==> src/rtl/traceback_sched.sv <==
// Scheduler between the ACS/max-metric pipeline and the traceback unit: decision-memory write
// sequencing, fill tracking, traceback request handshake with one pending slot, normalization.
module traceback_sched #(
    parameter int unsigned             size        = 8,
    parameter int unsigned             ADDR_W      = 5,
    parameter int unsigned             TB_LEN      = 24,
    parameter logic signed [size+3:0]  NORM_THRESH = 12'sh400
) (
    input  logic              clk,
    input  logic              reset,
    input  logic              symEn,
    input  logic              maxValid,
    input  logic [4:0]        maxIndex,
    input  logic [size+3:0]   maxVal,
    output logic              decWrEn,
    output logic [ADDR_W-1:0] decWrAddr,
    output logic              tbReq,
    input  logic              tbAck,
    output logic [4:0]        tbStartState,
    output logic [ADDR_W-1:0] tbStartAddr,
    output logic              normEn,
    output logic              primed,
    output logic              overflow
);

    localparam int unsigned       FillW   = $clog2(TB_LEN + 1);
    localparam logic [FillW-1:0]  FillMax = FillW'(TB_LEN);

    typedef enum logic [1:0] {StIdle, StReq, StGap} state_e;

    state_e              state_q, state_d;
    logic                wr_en_q;
    logic [ADDR_W-1:0]   wr_addr_q, wr_ptr_q, last_addr_q;
    logic [FillW-1:0]    fill_q;
    logic                norm_arm_q;
    logic [4:0]          act_st_q, act_st_d, pend_st_q, pend_st_d;
    logic [ADDR_W-1:0]   act_ad_q, act_ad_d, pend_ad_q, pend_ad_d;
    logic                pend_v_q, pend_v_d;
    logic                ovf_q, ovf_d;
    logic                qual;
    logic                arm;

    // Qualification samples the fill state before any write completing this cycle.
    assign qual = maxValid && (fill_q == FillMax);
    assign arm  = qual && ($signed(maxVal) >= NORM_THRESH);

    assign decWrEn      = wr_en_q;
    assign decWrAddr    = wr_addr_q;
    assign tbReq        = (state_q == StReq);
    assign tbStartState = act_st_q;
    assign tbStartAddr  = act_ad_q;
    assign normEn       = norm_arm_q && wr_en_q;
    assign primed       = (fill_q == FillMax) || (wr_en_q && (fill_q == FillMax - 1'b1));
    assign overflow     = ovf_q;

    always_ff @(posedge clk) begin
        if (!reset) begin
            wr_en_q     <= 1'b0;
            wr_addr_q   <= '0;
            wr_ptr_q    <= '0;
            last_addr_q <= '0;
            fill_q      <= '0;
            norm_arm_q  <= 1'b0;
        end else begin
            wr_en_q <= symEn;
            if (symEn) begin
                wr_addr_q <= wr_ptr_q;
                wr_ptr_q  <= wr_ptr_q + 1'b1;
            end
            if (wr_en_q) begin
                last_addr_q <= wr_addr_q;
                if (fill_q != FillMax) begin
                    fill_q <= fill_q + 1'b1;
                end
            end
            // A fire consumes the arm; a re-arm in that same cycle is absorbed.
            if (normEn) begin
                norm_arm_q <= 1'b0;
            end else if (arm) begin
                norm_arm_q <= 1'b1;
            end
        end
    end

    always_comb begin
        state_d   = state_q;
        act_st_d  = act_st_q;
        act_ad_d  = act_ad_q;
        pend_v_d  = pend_v_q;
        pend_st_d = pend_st_q;
        pend_ad_d = pend_ad_q;
        ovf_d     = ovf_q;
        unique case (state_q)
            StIdle: begin
                if (qual) begin
                    act_st_d = maxIndex;
                    act_ad_d = last_addr_q;
                    state_d  = StReq;
                end
            end
            StReq: begin
                if (qual) begin
                    pend_st_d = maxIndex;
                    pend_ad_d = last_addr_q;
                    pend_v_d  = 1'b1;
                    if (pend_v_q) begin
                        ovf_d = 1'b1;
                    end
                end
                if (tbAck) begin
                    state_d = StGap;
                end
            end
            StGap: begin
                if (pend_v_q) begin
                    act_st_d = pend_st_q;
                    act_ad_d = pend_ad_q;
                    state_d  = StReq;
                    if (qual) begin
                        pend_st_d = maxIndex;
                        pend_ad_d = last_addr_q;
                    end else begin
                        pend_v_d = 1'b0;
                    end
                end else if (qual) begin
                    act_st_d = maxIndex;
                    act_ad_d = last_addr_q;
                    state_d  = StReq;
                end else begin
                    state_d = StIdle;
                end
            end
            default: state_d = StIdle;
        endcase
    end

    always_ff @(posedge clk) begin
        if (!reset) begin
            state_q   <= StIdle;
            act_st_q  <= '0;
            act_ad_q  <= '0;
            pend_v_q  <= 1'b0;
            pend_st_q <= '0;
            pend_ad_q <= '0;
            ovf_q     <= 1'b0;
        end else begin
            state_q   <= state_d;
            act_st_q  <= act_st_d;
            act_ad_q  <= act_ad_d;
            pend_v_q  <= pend_v_d;
            pend_st_q <= pend_st_d;
            pend_ad_q <= pend_ad_d;
            ovf_q     <= ovf_d;
        end
    end

endmodule

==> config.mk <==
export PLATFORM = sky130hd
export DESIGN_NAME = traceback_sched
export DESIGN_NICKNAME = d
export VERILOG_FILES = /design/src/rtl/traceback_sched.sv
export SDC_FILE = /design/constraint.sdc
export NUM_CORES = 1
export LEC_CHECK = 0
export BUFFER_PORTS_ARGS = -buffer_cell sky130_fd_sc_hd__buf_2
export CORE_ASPECT_RATIO = 0.7
export CORE_UTILIZATION = 35
export CTS_CLUSTER_SIZE = 25
export DETAILED_ROUTE_END_ITERATION = 10
export PLACE_DENSITY = 0.59
export RECOVER_POWER = 100
export SLEW_MARGIN = 10
export SYNTH_ARGS = -nofsm -noshare
export SYNTH_HDL_FRONTEND = slang
export SYNTH_SLANG_ARGS = --single-unit
==> constraint.sdc <==
create_clock -name clk -period 1.9 [get_ports clk]
set_clock_uncertainty 0.15 [all_clocks]
set_input_delay 0.38 -clock clk [delete_from_list [all_inputs] [get_ports clk]]
set_output_delay 0.38 -clock clk [all_outputs]
set_load 0.02 [all_outputs]
==> results of run 1 <==
[cell type report]
cell class | instances | area (µm²) | share of cell area
clock buffers | 5 | 68.8 | 0.0280
clock inverters | 3 | 21.3 | 0.00865
inverters | 6 | 25.0 | 0.0102
multi-input cells | 140 | 1080 | 0.439
flip-flops and latches | 46 | 928 | 0.377
well taps | 72 | 90.1 | 0.0366
repair buffers | 41 | 245 | 0.0997
[per-stage QoR]
step	cells	TNS [ps]	hold slack, ps	cell area [µm²]	utilization
floorplan	206	0	282	2060	-
detailed placement	303	0	303	2330	0.427
CTS	311	0	169	2430	0.447
finish	313	0	174	2460	0.451
global placement	303	0	293	2330	0.427
global route	313	-75.1	185	2460	0.451
[state kept, by name, summed over array words and instances, names as in the netlist]
register and cells:
decWrAddr 5, fill_q 5, last_addr_q 5, pend_ad_q 5, pend_st_q 5, tbStartAddr 5
tbStartState 5, wr_ptr_q 5, state_q 2, decWrEn 1, norm_arm_q 1, overflow 1
pend_v_q 1
[routing by layer]
layer	wire length [µm]	GRT usage
met5	0	0
met1	2210	0.210
met3	177	0.0414
met4	38	0.0462
met2	1720	0.219
[layout by cell type, fill, tap and decap left out, drive strengths merged]
cell      synthesis  routed
nor3b             1       1
and2             11      11
a211oi            1       1
clkinv            0       2
nand4             4       4
o22ai             1       1
a21o              9       9
o221a             9       9
inv               6       6
o21ai             3       3
nor2b            12      12
clkinvlp          0       1
a21boi            2       2
a31oi             1       1
or3               1       1
xor2              1       1
nand3b            2       2
nand2b            1       1
a311o             1       1
ha                3       3
nor2              1       1
a41oi             2       2
or2b              1       1
dfxtp            46      46
o211ai            1       1
and3              1       1
nand2            30      30
clkbuf            7       7
xnor2             5       5
o2111ai           1       1
and3b             1       1
o31a              9       9
o21a              1       1
nand4bb           1       1
mux2i            23      23
buf               7      39
[repair_timing]
item / in CTS / in global routing
hold buffers: 0 / 0
gates resized for setup: 7 / 10
pin swaps: 0 / 2
buffers inserted: 0 / 2
endpoints found under the setup margin: 1 / 1
[how the worst max path moves through the flow]
stage | from | depth (start not counted) | end
after CTS | fill_q[1]$_SDFFE_PN0P_ | 6 | primed
after global placement | fill_q[0]$_SDFFE_PN0P_ | 6 | tbStartAddr[4]$_SDFFE_PN0P_
after detailed placement | fill_q[0]$_SDFFE_PN0P_ | 6 | tbStartAddr[4]$_SDFFE_PN0P_
after global routing | fill_q[0]$_SDFFE_PN0P_ | 6 | primed
after floorplan | decWrEn$_SDFF_PN0_ | 4 | primed
final | fill_q[0]$_SDFFE_PN0P_ | 6 | primed
[power by group]
group	total (mW)	leakage [nW]	internal [mW]	switching, mW
sequential	0.988	0.374	0.974	0.0134
clock	0.595	0.0441	0.259	0.336
combinational	0.113	0.653	0.0499	0.0632
[kinds of logic after synthesis]
kind of cell               count (synthesis)
AOI/OAI and AO/OA                         41
xor gates and xnor gates                   6
adders and majority gates                  3
buffers and inverters                     20
DFF                                       46
muxes                                     23
and+or+nand+nor                           67
==> flow_metrics.py, run 1 <==
metrics = {
    "sta": {
        "finalHoldViolCount": 0,
        "max_slew_margin": 0.466,
        "tightestPinTransition_ps": 802,
        "fin_ws_ps": 37.7,
        "setup_violations": 0,
        "period_minus_slack_ps": 1860,
        "drv_slew": 0,
        "rsz0062_at_grt": "yes",
        "max_freq_mhz": 537,
        "period_share": 0.980,
    },
    "power": {
        "vdd_drop_max_mv": 0.275,
        "power.static_leakage_nw": 1.07,
        "p_per_area_nw_per_um2": 689,
        "power.total_mw": 1.70,
    },
    "global_routing": {
        "grt_pass1_wl_um": 7150,
        "grt.total_usage": 0.149,
        "gr-total-overflow": 0,
        "grt_max_degree": 48,
        "antenna_found_initial": 0,
        "grt_pass1_vias": 1458,
    },
    "place": {
        "port_buffers": 31,
        "place_ws_ps": 152,
        "hpwlAfterDp_um": 2840,
        "place.gp.congestion": 0.714,
    },
    "hold_path": {
        "min_path_type": "primary input to register",
        "holdCritStartpoint": "tbAck",
        "hold_depth": 2,
        "hold_path_end": "state_q[1]$_SDFFE_PN0P_",
    },
    "floorplan": {
        "io_pins": 42,
        "coreArea_um2": 5450,
        "initial_core_util": 0.379,
        "die_area_um2": 6210,
        "dieHeight_um": 66.3,
        "rows": 22,
        "fp.dieW_um": 93.8,
    },
    "synthesis": {
        "yosys_warnings": 0,
        "avgSynthCellArea_um2": 10.0,
        "post-synth-top-area-fraction": 0.446,
        "yosys.area.top_type": "dfxtp_1",
        "ys_seq_area_frac": 0.446,
        "postSynth.asyncResetShare": 0,
        "synth-edff-count": 0,
        "yosys.area_share.xor_xnor": 0.0255,
        "synth_area_leaders": "dfxtp_1, mux2i_1, nand2_1",
        "synth-adder-area-share": 0.0182,
        "synthTopCellsByCount": "dfxtp_1, nand2_1, mux2i_1",
        "synth_compound_area_frac": 0.173,
        "yosys.area_share.simple": 0.181,
        "synth_mux_area_frac": 0.112,
        "synth_cells": 206,
        "synth_cell_type_count": 40,
        "synth_top_family_by_area": "simple AND/OR/NAND/NOR gates",
        "synth_area_um2": 2060,
        "synth.net_count": 231,
        "synth.most_common_cell": "dfxtp_1",
        "synth_seq_cells": 46,
        "yosys_most_used_dff": "dfxtp_1",
    },
    "setup_path": {
        "arrival_ps": 1330,
        "required_ps": 1370,
        "crit_fanout": 4,
        "cp_top_family": "flip-flops",
        "critPathMaxStageDelay_ps": 370,
        "timing.critical_path.buf_inv": 2,
        "rrSetupSlack_ps": 190,
        "critPathLaunchType": "register",
        "crit_chain": "inv_4 > ha_4 > nand2_2 > o22ai_2 > and2_4 > buf_6",
        "crit_path_end_kind": "output pin",
        "worstReg2RegStart": "fill_q[0]$_SDFFE_PN0P_",
        "crit_type": "register to output pin",
        "reg2reg_depth": 7,
        "crit-reg2reg-capture": "tbStartAddr[4]$_SDFFE_PN0P_",
        "crit_path_top_delay_cell": "dfxtp_4",
    },
    "detailed_routing": {
        "wl_per_cell_um": 13.2,
        "postRouteAntennaNets": 0,
        "via_count": 1538,
        "routed_wl_um": 4140,
        "drc": 0,
        "drtIter0Drc": 61,
        "first_pass_iters": 4,
        "vias_per_cell": 4.91,
    },
    "clock_network": {
        "clkSlewWorstSetupHoldPaths_ps": 90,
        "cts_buffers": 5,
        "root_buffer": "clkbuf_8",
        "clk_path_buf_depth": 2,
        "clk_latency_ps": 300,
        "cts.sinks": 46,
        "h-tree-depth": 2,
        "cts_tree": "done",
    },
    "finish": {
        "drive_gt1_frac": 0.270,
        "insertedDiodeCount": 0,
        "area_growth_pct": 19.2,
        "fin_nets": 265,
        "fill_cells": 550,
    },
    "run_status": {
        "outcome": "completed",
    },
    "job": {
        "drv.max_cap_violation_count": 0,
    },
}
Power figures use the tool's default switching activity.
==> run 2, diff against run 1 <==
--- a/config.mk
+++ b/config.mk
@@ -6,11 +6,11 @@
 export NUM_CORES = 1
 export LEC_CHECK = 0
 export BUFFER_PORTS_ARGS = -buffer_cell sky130_fd_sc_hd__buf_2
-export CORE_ASPECT_RATIO = 0.7
-export CORE_UTILIZATION = 35
+export CORE_ASPECT_RATIO = 0.5
+export CORE_UTILIZATION = 54
 export CTS_CLUSTER_SIZE = 25
 export DETAILED_ROUTE_END_ITERATION = 10
-export PLACE_DENSITY = 0.59
+export PLACE_DENSITY = 0.83
 export RECOVER_POWER = 100
 export SLEW_MARGIN = 10
 export SYNTH_ARGS = -nofsm -noshare
==> run 2 against run 1 <==
Effect of this change:
- critical endpoint unchanged
- sequential cell count did not move
- clock power fell by 4.2%
- total power fell by 1.6%
- critical path type unchanged
- non-clock buffer count rose by 2
- worst setup slack got worse by 9.8 ps
- cell count fell by 6.4%
- routed wire length rose by 1.2%
==> flow_metrics.py, run 2 (synthesized netlist as in run 1, its figures left out) <==
metrics = {
    "detailed_routing": {
        "first_pass_iters": 4,
        "routed_wl_um": 4190,
        "vias_per_cell": 5.50,
        "wl_per_cell_um": 14.3,
        "via_count": 1611,
        "drtIter0Drc": 63,
        "postRouteAntennaNets": 0,
        "drc": 0,
    },
    "place": {
        "post_dp_cell_area_um2": 2300,
        "place.gp.congestion": 0.803,
        "port_buffers": 31,
        "hpwlAfterDp_um": 2870,
        "dp_cells": 284,
        "place_ws_ps": 67.2,
    },
    "sta": {
        "max_freq_mhz": 534,
        "drv_slew": 0,
        "fin_ws_ps": 27.9,
        "rsz0062_at_grt": "yes",
        "setup_violations": 0,
        "tightestPinTransition_ps": 833,
        "finalHoldViolCount": 0,
        "period_minus_slack_ps": 1870,
        "setup_tns_ps": 0,
        "fin_hold_ws_ps": 178,
        "max_slew_margin": 0.445,
        "period_share": 0.985,
    },
    "setup_path": {
        "required_ps": 1370,
        "crit_path_end_kind": "output pin",
        "rrSetupSlack_ps": 110,
        "arrival_ps": 1340,
        "critPathLaunchType": "register",
        "crit_type": "register to output pin",
        "crit_fanout": 4,
    },
    "hold_path": {
        "min_path_type": "primary input to register",
    },
    "global_routing": {
        "grt_max_degree": 29,
        "antenna_found_initial": 0,
        "grt_pass1_vias": 1444,
        "gr-total-overflow": 0,
        "grt.total_usage": 0.225,
        "grt_pass1_wl_um": 6620,
    },
    "clock_network": {
        "clkSlewWorstSetupHoldPaths_ps": 80,
        "cts_buffers": 5,
        "h-tree-depth": 2,
        "clk_latency_ps": 300,
        "cts_hold_buf": 0,
        "root_buffer": "clkbuf_8",
        "cts_tree": "done",
        "cts.sinks": 46,
        "clk_path_buf_depth": 2,
    },
    "finish": {
        "final_cell_mix": "dfxtp_1, buf_2, nand2_1",
        "fill_cells": 276,
        "area_growth_pct": 16.6,
        "stdcell_count": 293,
        "postLayoutCoreUtil": 0.679,
        "regArea_um2": 928,
        "fin_nets": 267,
        "drive_gt1_frac": 0.256,
        "fin_area_um2": 2410,
        "insertedDiodeCount": 0,
        "multi_input_area_um2": 1070,
        "layout_commonest_cell": "dfxtp_1",
    },
    "floorplan": {
        "die_area_um2": 4090,
        "io_pins": 42,
        "initial_core_util": 0.582,
        "rows": 15,
        "coreArea_um2": 3550,
        "fp.dieW_um": 89.4,
        "dieHeight_um": 45.7,
    },
    "job": {
        "drv.max_cap_violation_count": 0,
    },
    "power": {
        "vdd_drop_max_mv": 0.357,
        "p_per_area_nw_per_um2": 693,
        "power.total_mw": 1.67,
        "power.static_leakage_nw": 1.07,
    },
    "run_status": {
        "outcome": "completed",
    },
}
==> run 2: changes by cell type in the layout (fill, tap and decap cells not counted), sizes merged <==
cell	before	now
clkinvlp	1	0
clkbuf	7	8
buf	39	40
==> run 2: cell type report <==
class / count / share of cell area
clock inverters: 2 / 0.00416
clock buffers: 5 / 0.0286
repair buffers: 43 / 0.101
multi-input cells: 140 / 0.444
inverters: 6 / 0.00936
flip-flops and latches: 46 / 0.386
well taps: 51 / 0.0265
==> run 2: final timing paths <==
check | startpoint | endpoint | depth (start not counted)
max reg2reg | fill_q[0]$_SDFFE_PN0P_ | pend_ad_q[0]$_SDFFE_PN0P_ | 7
min | tbAck | state_q[1]$_SDFFE_PN0P_ | 2
min reg2reg | pend_st_q[4]$_SDFFE_PN0P_ | pend_st_q[4]$_SDFFE_PN0P_ | 2
max | fill_q[0]$_SDFFE_PN0P_ | primed | 6
==> run 2: critical path: stages (launching register included) <==
cell and delay [ps]:
dfxtp_2 340, inv_2 80, ha_4 150, nand2_1 50
o22ai_1 140, and2_1 160, buf_6 120
==> run 2: where the power goes <==
group	total, mW	switching (mW)	internal [mW]
Sequential	0.986	0.0121	0.974
Combinational	0.113	0.0651	0.0480
Clock	0.570	0.322	0.247
Total	1.67	0.399	1.27
==> run 2: what timing repair did <==
action | CTS | global route
endpoints found under the setup margin | 1 | 1
setup buffers | 0 | 2
pin swaps | 1 | 1
gates resized for setup | 10 | 3
==> run 2: routing by layer <==
metal,wire (µm),up-vias,global-route usage,share of wire
met5,0,-,0,0
met4,91,0,0.121,0.022
met3,218,11,0.0634,0.052
met2,1950,43,0.362,0.47
met1,1930,757,0.282,0.46
li1,-,800,-,-
==> run 3, diff against run 2 <==
--- a/config.mk
+++ b/config.mk
@@ -6,8 +6,9 @@
 export NUM_CORES = 1
 export LEC_CHECK = 0
 export BUFFER_PORTS_ARGS = -buffer_cell sky130_fd_sc_hd__buf_2
-export CORE_ASPECT_RATIO = 0.5
+export CORE_ASPECT_RATIO = 1.2
 export CORE_UTILIZATION = 54
+export CTS_BUF_LIST = sky130_fd_sc_hd__clkbuf_4 sky130_fd_sc_hd__clkbuf_8 sky130_fd_sc_hd__clkbuf_16
 export CTS_CLUSTER_SIZE = 25
 export DETAILED_ROUTE_END_ITERATION = 10
 export PLACE_DENSITY = 0.83
==> run 3 against run 2 <==
Effect of this change:
- design area shrank 0.21%
- sequential cell count stayed put
- non-clock buffer count fell by 4
- sequential share of layout area about the same
- sequential power about the same
- die area is 0.33% lower
- clock power up 8.8%
- global-route usage is 1.7 points lower
- cell count fell by 0.68%
- fmax is 0.19% lower
- routed wire length fell by 8.8%
- combinational power fell by 8%
==> flow_metrics.py, run 3 (synthesized netlist as in run 1, its figures left out) <==
metrics = {
    "sta": {
        "rsz0062_at_grt": "yes",
        "setup_violations": 0,
        "period_share": 0.987,
        "fin_hold_ws_ps": 169,
        "period_minus_slack_ps": 1880,
        "max_freq_mhz": 533,
        "tightestPinTransition_ps": 720,
        "max_slew_margin": 0.520,
        "drv_slew": 0,
        "finalHoldViolCount": 0,
    },
    "clock_network": {
        "clkSlewWorstSetupHoldPaths_ps": 80,
        "root_buffer": "clkbuf_8",
        "cts.sinks": 46,
        "h-tree-depth": 2,
        "cts_buffers": 5,
        "cts_hold_buf": 0,
        "cts_tree": "done",
        "post_cts_buffers": 0,
        "clk_path_buf_depth": 2,
        "clk_latency_ps": 300,
    },
    "floorplan": {
        "dieHeight_um": 69.7,
        "die_area_um2": 4080,
        "rows": 24,
        "initial_core_util": 0.568,
        "fp.dieW_um": 58.4,
        "io_pins": 42,
        "coreArea_um2": 3630,
    },
    "global_routing": {
        "grt.total_usage": 0.208,
        "gr-total-overflow": 0,
        "grt_max_degree": 32,
        "grt_pass1_wl_um": 6490,
        "antenna_found_initial": 0,
        "grt_pass1_vias": 1497,
    },
    "hold_path": {
        "hold_depth": 2,
        "min_path_type": "primary input to register",
        "hold_path_end": "state_q[1]$_SDFFE_PN0P_",
        "holdCritStartpoint": "tbAck",
    },
    "finish": {
        "layout_commonest_cell": "dfxtp_1",
        "fin_area_um2": 2400,
        "fin_nets": 263,
        "fill_cells": 304,
        "drive_gt1_frac": 0.255,
        "area_growth_pct": 16.4,
        "insertedDiodeCount": 0,
        "postLayoutCoreUtil": 0.661,
        "final_cell_mix": "dfxtp_1, buf_2, nand2_1",
    },
    "setup_path": {
        "crit_fanout": 5,
        "critPathMaxStageDelay_ps": 350,
        "cp_top_family": "flip-flops",
        "crit_type": "register to output pin",
        "crit_path_top_delay_cell": "dfxtp_2",
        "required_ps": 1370,
        "worstReg2RegStart": "state_q[0]$_SDFFE_PN0P_",
        "critPathLaunchType": "register",
        "arrival_ps": 1350,
        "crit_chain": "inv_2 > ha_4 > nand2_2 > o22ai_2 > and2_4 > buf_6",
        "crit_path_end_kind": "output pin",
        "crit-reg2reg-capture": "pend_st_q[1]$_SDFFE_PN0P_",
        "reg2reg_depth": 4,
        "rrSetupSlack_ps": 220,
        "timing.critical_path.buf_inv": 2,
    },
    "power": {
        "switching_share": 0.225,
        "cellInternalPower_mw": 1.33,
        "power.static_leakage_nw": 1.07,
        "power_frac_seq": 0.577,
        "vdd_drop_max_mv": 0.578,
        "p_comb_frac": 0.061,
        "p_sw_mw": 0.386,
        "p_clk_frac": 0.362,
        "p_per_area_nw_per_um2": 713,
    },
    "detailed_routing": {
        "via_count": 1585,
        "routed_wl_um": 3820,
        "postRouteAntennaNets": 0,
        "wl_per_cell_um": 13.1,
        "drc": 0,
        "drtIter0Drc": 57,
        "first_pass_iters": 4,
        "vias_per_cell": 5.45,
    },
    "place": {
        "post_dp_cell_area_um2": 2290,
        "hpwlAfterDp_um": 2690,
        "place.gp.congestion": 0.801,
        "port_buffers": 31,
    },
    "job": {
        "drv.max_cap_violation_count": 0,
    },
    "run_status": {
        "outcome": "completed",
    },
}
==> run 3: through the flow <==
step	power (mW)	setup TNS [ps]	worst slack, ps	instances
4_1_cts	1.73	0	10.9	291
3_5_place_dp	1.11	0	115	283
6_report	1.71	0	24.3	291
5_1_grt	1.78	-48.7	-48.7	291
2_1_floorplan	1.08	0	251	206
3_3_place_gp	1.11	0	157	283
==> run 3: layout make-up <==
class	count	area, µm²	area share
Clock buffer	7	90.1	0.0375
Tap cell	52	65.1	0.0271
Clock inverter	1	5.00	0.00208
Timing Repair Buffer	39	218	0.0906
Sequential cell	46	926	0.385
Inverter	6	22.5	0.00938
Multi-Input combinational cell	140	1080	0.448
==> run 3: worst max path at each step <==
| stage | startpoint | end | slack [ps] | cells after the start |
|---|---|---|---|---|
| 2_1_floorplan | decWrEn$_SDFF_PN0_ | primed | 250 | 4 |
| 3_3_place_gp | fill_q[0]$_SDFFE_PN0P_ | pend_ad_q[0]$_SDFFE_PN0P_ | 160 | 6 |
| 3_5_place_dp | fill_q[0]$_SDFFE_PN0P_ | pend_st_q[1]$_SDFFE_PN0P_ | 120 | 6 |
| 4_1_cts | fill_q[1]$_SDFFE_PN0P_ | primed | 10 | 6 |
| 5_1_grt | fill_q[0]$_SDFFE_PN0P_ | primed | -50 | 6 |
| 6_report | fill_q[0]$_SDFFE_PN0P_ | primed | 20 | 6 |
==> run 3: metal layers <==
layer / share of wire / global-route usage / vias up
met4: 0.017 / 0.0899 / 0
met1: 0.45 / 0.235 / 751
li1: - / - / 792
met2: 0.49 / 0.351 / 36
met5: 0 / 0 / -
met3: 0.046 / 0.0672 / 6
==> run 3: power by group through the flow <==
stage | clock network, mW | registers [mW] | logic (mW)
2_1_floorplan | 0 | 1.01 | 0.0711
5_1_grt | 0.671 | 0.990 | 0.116
3_5_place_dp | 0 | 1.01 | 0.104
6_report | 0.620 | 0.987 | 0.104
3_3_place_gp | 0 | 1.01 | 0.103
4_1_cts | 0.637 | 0.988 | 0.109
==> run 3: worst reg2reg max path: stages, from the launching register on <==
cell and delay (ps):
dfxtp_1 400, nand3b_1 330, a211oi_2 280, buf_4 250
mux2i_1 210
==> run 3: repair_timing <==
item / in CTS / in global routing
gates resized for setup: 7 / 6
setup endpoints to repair: 1 / 1
gates cloned: 0 / 0
pin swaps: 0 / 2
